$ cat config.mk
export PLATFORM = sky130hd
export DESIGN_NAME = i2c_target_regport
export DESIGN_NICKNAME = d
export VERILOG_FILES = /design/src/rtl/i2c_target_regport.sv
export SDC_FILE = /design/constraint.sdc
export NUM_CORES = 1
export LEC_CHECK = 0
export BUFFER_PORTS_ARGS = -buffer_cell sky130_fd_sc_hd__buf_4
export CAP_MARGIN = 0
export CORE_MARGIN = 2
export CORE_UTILIZATION = 50
export CTS_CLUSTER_SIZE = 12
export DETAILED_ROUTE_END_ITERATION = 10
export PLACE_DENSITY = 0.86
export SYNTH_ARGS = -nofsm -noshare
export SYNTH_HDL_FRONTEND = slang
export SYNTH_SLANG_ARGS = --single-unit
$ cat constraint.sdc
create_clock -name clk -period 2.8 [get_ports clk]
set_clock_uncertainty 0.15 [all_clocks]
set_input_delay 0 -clock clk [delete_from_list [all_inputs] [get_ports clk]]
set_output_delay 0 -clock clk [all_outputs]
set_load 0.1 [all_outputs]
$ cat src/rtl/i2c_target_regport.sv
// I2C target with a 1- or 2-byte register pointer and multi-byte word streaming.
// SCL/SDA are oversampled on clk; the target only ever pulls SDA low, driven on the cycle after SCL falls.
module i2c_target_regport #(
    parameter logic [6:0] DEV_ADDR    = 7'h50,
    parameter int         PTR_BYTES   = 2,
    parameter int         DATA_BYTES  = 4,
    parameter int         NUM_REGS    = 16,
    parameter int         SYNC_STAGES = 2,
    localparam int        AW          = (NUM_REGS > 1) ? $clog2(NUM_REGS) : 1,
    localparam int        DW          = 8 * DATA_BYTES
) (
    input  logic          clk,
    input  logic          rst,
    input  logic          scl_i,
    input  logic          sda_i,
    output logic          sda_oe,
    output logic          wr_valid,
    output logic [AW-1:0] wr_addr,
    output logic [DW-1:0] wr_data,
    output logic          rd_req,
    output logic [AW-1:0] rd_addr,
    input  logic [DW-1:0] rd_data,
    output logic          busy
);

    // state   | meaning
    // IDLE    | waiting for START        DEV/DEV_ACK | address byte / its ACK
    // PTR/ACK | pointer bytes            WR/WR_ACK   | write data / its ACK
    // RD      | driving data byte        RD_ACK      | master ACK/NACK slot
    typedef enum logic [3:0] {
        IDLE, DEV, DEV_ACK, PTR, PTR_ACK, WR, WR_ACK, RD, RD_ACK
    } state_e;

    logic [SYNC_STAGES-1:0] scl_sync_q, sda_sync_q;
    logic                   scl_prev_q, sda_prev_q;
    logic                   scl_s, sda_s;
    logic                   scl_rise, scl_fall, start_det, stop_det;

    state_e          state_q;
    logic [2:0]      bit_cnt_q;
    logic [1:0]      byte_cnt_q;
    logic [6:0]      shift_q;
    logic            rw_q;
    logic [AW-1:0]   ptr_q;
    logic [DW-1:0]   word_q;
    logic [DW-1:0]   tx_q;
    logic            sda_oe_q, busy_q, wr_valid_q, rd_req_q, rd_load_q;
    logic [AW-1:0]   wr_addr_q, rd_addr_q;

    logic [7:0]      rx_byte;
    logic [AW-1:0]   ptr_load_d;
    logic [DW-1:0]   word_shift_d;

    always_ff @(posedge clk or posedge rst) begin
        if (rst) begin
            scl_sync_q <= '1;
            sda_sync_q <= '1;
            scl_prev_q <= 1'b1;
            sda_prev_q <= 1'b1;
        end else begin
            scl_sync_q <= {scl_sync_q[SYNC_STAGES-2:0], scl_i};
            sda_sync_q <= {sda_sync_q[SYNC_STAGES-2:0], sda_i};
            scl_prev_q <= scl_sync_q[SYNC_STAGES-1];
            sda_prev_q <= sda_sync_q[SYNC_STAGES-1];
        end
    end

    assign scl_s     = scl_sync_q[SYNC_STAGES-1];
    assign sda_s     = sda_sync_q[SYNC_STAGES-1];
    assign scl_rise  = scl_s & ~scl_prev_q;
    assign scl_fall  = ~scl_s & scl_prev_q;
    assign start_det = scl_s & scl_prev_q & sda_prev_q & ~sda_s;
    assign stop_det  = scl_s & scl_prev_q & ~sda_prev_q & sda_s;

    // Pointer bytes shift through ptr_q so only the low AW bits of the assembled value survive.
    assign rx_byte      = {shift_q, sda_s};
    assign ptr_load_d   = AW'({ptr_q, rx_byte});
    assign word_shift_d = DW'({word_q, rx_byte});

    always_ff @(posedge clk or posedge rst) begin
        if (rst) begin
            state_q    <= IDLE;
            bit_cnt_q  <= '0;
            byte_cnt_q <= '0;
            shift_q    <= '0;
            rw_q       <= 1'b0;
            ptr_q      <= '0;
            word_q     <= '0;
            tx_q       <= '0;
            sda_oe_q   <= 1'b0;
            busy_q     <= 1'b0;
            wr_valid_q <= 1'b0;
            rd_req_q   <= 1'b0;
            rd_load_q  <= 1'b0;
            wr_addr_q  <= '0;
            rd_addr_q  <= '0;
        end else begin
            wr_valid_q <= 1'b0;
            rd_req_q   <= 1'b0;
            rd_load_q  <= rd_req_q;
            if (rd_load_q) begin
                tx_q <= rd_data;
            end

            if (start_det) begin
                state_q    <= DEV;
                bit_cnt_q  <= '0;
                byte_cnt_q <= '0;
                sda_oe_q   <= 1'b0;
            end else if (stop_det) begin
                state_q    <= IDLE;
                bit_cnt_q  <= '0;
                byte_cnt_q <= '0;
                sda_oe_q   <= 1'b0;
                busy_q     <= 1'b0;
            end else if (scl_rise) begin
                case (state_q)
                    DEV: begin
                        shift_q   <= rx_byte[6:0];
                        bit_cnt_q <= bit_cnt_q + 1'b1;
                        if (bit_cnt_q == 3'd7) begin
                            if (rx_byte[7:1] == DEV_ADDR) begin
                                state_q <= DEV_ACK;
                                rw_q    <= rx_byte[0];
                                busy_q  <= 1'b1;
                            end else begin
                                state_q <= IDLE;
                                busy_q  <= 1'b0;
                            end
                        end
                    end
                    DEV_ACK: begin
                        byte_cnt_q <= '0;
                        if (rw_q) begin
                            state_q   <= RD;
                            rd_req_q  <= 1'b1;
                            rd_addr_q <= ptr_q;
                        end else begin
                            state_q <= PTR;
                        end
                    end
                    PTR: begin
                        shift_q   <= rx_byte[6:0];
                        bit_cnt_q <= bit_cnt_q + 1'b1;
                        if (bit_cnt_q == 3'd7) begin
                            ptr_q   <= ptr_load_d;
                            state_q <= PTR_ACK;
                        end
                    end
                    PTR_ACK: begin
                        if (byte_cnt_q == 2'(PTR_BYTES - 1)) begin
                            byte_cnt_q <= '0;
                            state_q    <= WR;
                        end else begin
                            byte_cnt_q <= byte_cnt_q + 1'b1;
                            state_q    <= PTR;
                        end
                    end
                    WR: begin
                        shift_q   <= rx_byte[6:0];
                        bit_cnt_q <= bit_cnt_q + 1'b1;
                        if (bit_cnt_q == 3'd7) begin
                            word_q  <= word_shift_d;
                            state_q <= WR_ACK;
                            if (byte_cnt_q == 2'(DATA_BYTES - 1)) begin
                                byte_cnt_q <= '0;
                                wr_valid_q <= 1'b1;
                                wr_addr_q  <= ptr_q;
                                ptr_q      <= ptr_q + 1'b1;
                            end else begin
                                byte_cnt_q <= byte_cnt_q + 1'b1;
                            end
                        end
                    end
                    WR_ACK: state_q <= WR;
                    RD: begin
                        tx_q      <= tx_q << 1;
                        bit_cnt_q <= bit_cnt_q + 1'b1;
                        if (bit_cnt_q == 3'd7) begin
                            state_q <= RD_ACK;
                        end
                    end
                    RD_ACK: begin
                        if (sda_s) begin
                            state_q <= IDLE;
                            busy_q  <= 1'b0;
                        end else begin
                            state_q <= RD;
                            if (byte_cnt_q == 2'(DATA_BYTES - 1)) begin
                                byte_cnt_q <= '0;
                                ptr_q      <= ptr_q + 1'b1;
                                rd_req_q   <= 1'b1;
                                rd_addr_q  <= ptr_q + 1'b1;
                            end else begin
                                byte_cnt_q <= byte_cnt_q + 1'b1;
                            end
                        end
                    end
                    default: ;
                endcase
            end else if (scl_fall) begin
                case (state_q)
                    DEV_ACK, PTR_ACK, WR_ACK: sda_oe_q <= 1'b1;
                    RD:                       sda_oe_q <= ~tx_q[DW-1];
                    default:                  sda_oe_q <= 1'b0;
                endcase
            end
        end
    end

    assign sda_oe   = sda_oe_q;
    assign busy     = busy_q;
    assign wr_valid = wr_valid_q;
    assign wr_addr  = wr_addr_q;
    assign wr_data  = word_q;
    assign rd_req   = rd_req_q;
    assign rd_addr  = rd_addr_q;

endmodule

Word-level counts from Yosys, hierarchy flattened:

Index checks and enable logic that the tools add are counted.

* input port bits: 36
* flip-flop bits (word level): 104
* output and inout bits: 44
* logic and storage cells: 145

* reductions and logical operators: 23
* equal/unequal tests: 25
* muxes and demuxes: 61
* bitwise logic cells: 14
* add/sub/neg operators: 3

Operator list (count)
* $mux 32: 5
* $mux 4: 14
* $pmux 4 s8: 1
* $mux 3: 7
* $mux 1: 20
* $ne 4x4->1 const B: 5
* $reduce_and 6->1: 3
* $eq 4x3->1 const B: 4
* $mux 2: 8
* $reduce_bool 3->1: 5
* $reduce_and 7->1: 2
* $pmux 4 s3: 1
* $ne 2x2->1 const B: 5
* $reduce_and 5->1: 2
* $reduce_bool 10->1: 1
* $eq 4x2->1 const B: 2
* $pmux 2 s4: 1
* $pmux 4 s2: 1
* $reduce_and 4->1: 2
* $and 1x1->1: 7
* $eq 7x7->1 const B: 1
* $not 1->1: 7
* $ne 3x3->1 const B: 2
* $pmux 1 s2: 3
* 14 further kinds: 17

Longest topological paths before layout:

* word-level depth: 7
* gate-level depth with buffers: 8
* mapped depth without buffers: 6

Least setup slack after synthesis:

Ideal clock, no wire load.

* path type: reg-to-reg
* start: register state_q[1]
* end: register ptr_q[1]
* arrival time: 1774 ps
* clock period less this slack: 2049 ps
* buffers on the path: 2
* data required time: 2525 ps
* path slack: 751 ps
* setup time: 125 ps
* stages on the path, launching flop included: 7
* cells stage by stage: dfrtp_1 -> buf_6 -> nor4b_4 -> or2_1 -> buf_6 -> mux2_4 -> mux2_4

* longest elaborated chain between the ends: 3
* elaborated cells on any way between the ends: 9
* classes of those cells: 6 x eq/ne; 1 x mux; 2 x reduce/logical

Ends and longest elaborated chain
* from (decl): line 39 `state_e state_q;`
* from (signal assigned): line 82 `state_q <= IDLE;`
* from (signal assigned): line 106 `state_q <= DEV;`
* from (signal assigned): line 111 `state_q <= IDLE;`
* $eq 4x2->1 (tied with other cells): line 117 `case (state_q)`
* $ne 2x2->1 (no source line) / $reduce_bool 3->1 (equally long branches)
* $reduce_and 7->1 (no source line)
* to (signal assigned): line 146 `ptr_q <= ptr_load_d;`
* to (signal assigned): line 169 `ptr_q <= ptr_q + 1'b1;`
* to (signal assigned): line 191 `ptr_q <= ptr_q + 1'b1;`
* to (decl): line 44 `logic [AW-1:0] ptr_q;`

Parallel ways exist; a longest one is shown, timed or not.
A chain may end at the register's enable or synchronous reset.

Final worst setup path:

Same ends and word-level chain as after synthesis.

==> reports/results.ini <==
[route]
drt_pass1_iterations = 5
drcViolationCount = 0
antenna_left = 0
drt_iter0_markers = 194
wl_per_cell_um = 15.0
via_count = 3829
drt-total-wl_mm = 10.8
viasPerCell = 5.31

[worst_setup_path]
crit_family = simple AND/OR/NAND/NOR gates
critical-path-max-stage-delay_ns = 0.63
crit_chain = nor4b_4 > or2_1 > mux2_4 > mux2_4
r2r_slack_ns = 0.44
rr_startpoint = state_q[1]$_DFFE_PP0P_
worstSetupEndpointType = flop
r2r_end = ptr_q[1]$_DFFE_PP0P_
critPathLaunch = state_q[1]$_DFFE_PP0P_
slowest_stage = nor4b_4
critPathMostFrequentCell = mux2_4
critPathKind = reg -> reg
cp.buffers_inverters = 0
cp.arrival_ns = 2.47
critPathRequiredTime_ns = 2.90
crit_cells = 4
cp-start-kind = flop
crit_fanout = 20
crit_end = ptr_q[1]$_DFFE_PP0P_
ff2ff_path_depth = 4

[yosys]
synth_common_cells = nand2_1 (143), dfrtp_1 (98), o21ai_0 (39), mux2i_1 (36), clkbuf_1 (15)
synth_top_area_share = 0.501
synth_cell_types = 58
yosysWarnings = 0
syn_inst = 480
netlist_top_cells_area = dfrtp_1 (50%), nand2_1 (11%), mux2i_1 (7.4%)
synth.most_common_cell = nand2_1
synth-main-ff-cell = dfrtp_1
yosys.area.top_type = dfrtp_1
ys_seq_area_frac = 0.533
async_flop_share = 1.00
synth_edf_count = 0
ys_seq_elements = 104
syn_area_per_cell_um2 = 10.2
syn_area_mm2 = 0.00489
synth_fp_nets = 522

[floorplan]
start_util = 0.508
core-area_mm2 = 0.00964
die_area_mm2 = 0.0106
ios = 80
dieWidth_um = 103
row_count = 36
die_h_um = 103

[sta]
fin_crit_sh = 0.843
max_freq_ghz = 0.424
worstMarginPinSlew_ns = 0.592
fin_tns_setup_ns = 0
rsz0062_at_grt = false
slew_headroom = 0.606
setup_viol = 0
finalWorstSetupSlack_ns = 0.439
finalHoldViolCount = 0
slew_violations = 0
timing.final.crit_period_ns = 2.36
whs_ns = 0.0320

[placed_design]
gp_congestion = 0.877
io_buffers = 79
place_ws_ns = 0.467
place_hpwl_mm = 6.83

[power_and_ir_drop]
power_uw = 2850
power_density_mw_per_mm2 = 464
irDropWorstVdd_v = 0.000281
leakagePower_uw = 0.00278

[run_status]
status = completed

[clock_network]
cts_made_buffers = 9
cts_tree = yes
cts.sinks = 104
cts.path.max_buffers = 2
cts_max_level = 3
path_clk_slew_ns = 0.11
clk_root_buffer_cell = clkbuf_8
post_cts_resized = 0
clkLatencyLatePin_ns = 0.37

[flow_run]
max_cap_violations = 0

[cells_and_area]
final_core_util = 0.637
diodes = 0
layout-drive-gt1-share = 0.238
area_growth_pct = 25.6
nNetsFinal = 625

[hold_path]
holdCritPathClass = in -> async

[grt]
grt_pass1_vias = 3687
track_usage = 0.213
grt_pass1_wl_mm = 17.6
grt_max_degree = 87
overflow = 0
antenna_found_initial = 0

[worst reg2reg max path: cells and delay by family (launching register included)]
family	cells	cell delay, ns
flip-flops	1	0.60
multiplexers	2	0.57
AND/OR/NAND/NOR	2	0.94
[registers in the layout, summed over array words and instances (netlist names), 3 cells and up]
name	cells
wr_data	32
bit_cnt_q	3
rd_addr	4
tx_q	32
ptr_q	4
state_q	4
wr_addr	4
shift_q	7
[power breakdown]
| group | switching [uW] | total (uW) | internal, uW |
|---|---|---|---|
| combinational | 112 | 267 | 155 |
| clock | 557 | 927 | 370 |
| sequential | 83.3 | 1660 | 1570 |
[stage by stage]
step / instances / cell area (um2)
CTS: 721 / 6140
detailed placement: 670 / 5600
finish: 721 / 6140
floorplan: 480 / 4900
global route: 721 / 6140
global placement: 670 / 5600
[per-layer routing]
metal | GRT usage | share of wire | vias up
met4 | 0.0860 | 0.023 | 0
met2 | 0.347 | 0.49 | 115
met5 | 0 | 0 | -
met3 | 0.0400 | 0.046 | 30
met1 | 0.282 | 0.44 | 1844
li1 | - | - | 1840
[layout make-up]
cell class,count,area [um2]
clock buffers,10,138
clock inverters,6,61.3
fillers,771,3490
inverters,12,48.8
multi-input cells,334,2090
flip-flops and latches,104,2610
well taps,133,166
repair buffers,122,1030
[placed cells by master, fill, tap and decap left out, types with 5 or more instances in the layout]
cell           netlist  final
mux2_2              13     13
buf_4                2     85
clkbuf_8             0     10
mux2i_1             36     36
nand3_1              5      5
mux2_4               6      6
dfrtp_1             98     98
ha_1                 6      6
dfstp_2              6      6
o21ai_0             39     39
inv_1               12     11
nand2_1            143    143
nor2_1              10      9
dlygate4sd3_1        0     35
[logic make-up after synthesis]
kind of cell / after synthesis / synth area share
and+or+nand+nor: 193 / 0.179
DFF: 104 / 0.533
AOI/OAI and AO/OA: 75 / 0.101
muxes: 55 / 0.122
buffers and inverters: 42 / 0.0407
adders and majority gates: 6 / 0.0153
xor gates and xnor gates: 5 / 0.00895
[repair_timing]
action	CTS	global route
setup buffers	0	0
hold buffers	35	0
endpoints found under the hold margin	132	0
[how the worst min path moves through the flow]
stage	start	to	slack, ns	cells after the start
floorplan	scl_i	scl_sync_q[0]$_DFF_PP1_	-0.15	0
global placement	rst	tx_q[16]$_DFF_PP0_	-0.12	2
detailed placement	rst	tx_q[15]$_DFF_PP0_	-0.12	2
CTS	rst	tx_q[15]$_DFF_PP0_	0.03	3
global route	rst	tx_q[15]$_DFF_PP0_	0.07	3
finish	rst	tx_q[15]$_DFF_PP0_	0.03	3
Note: power is estimated with default switching activity, not from simulation.
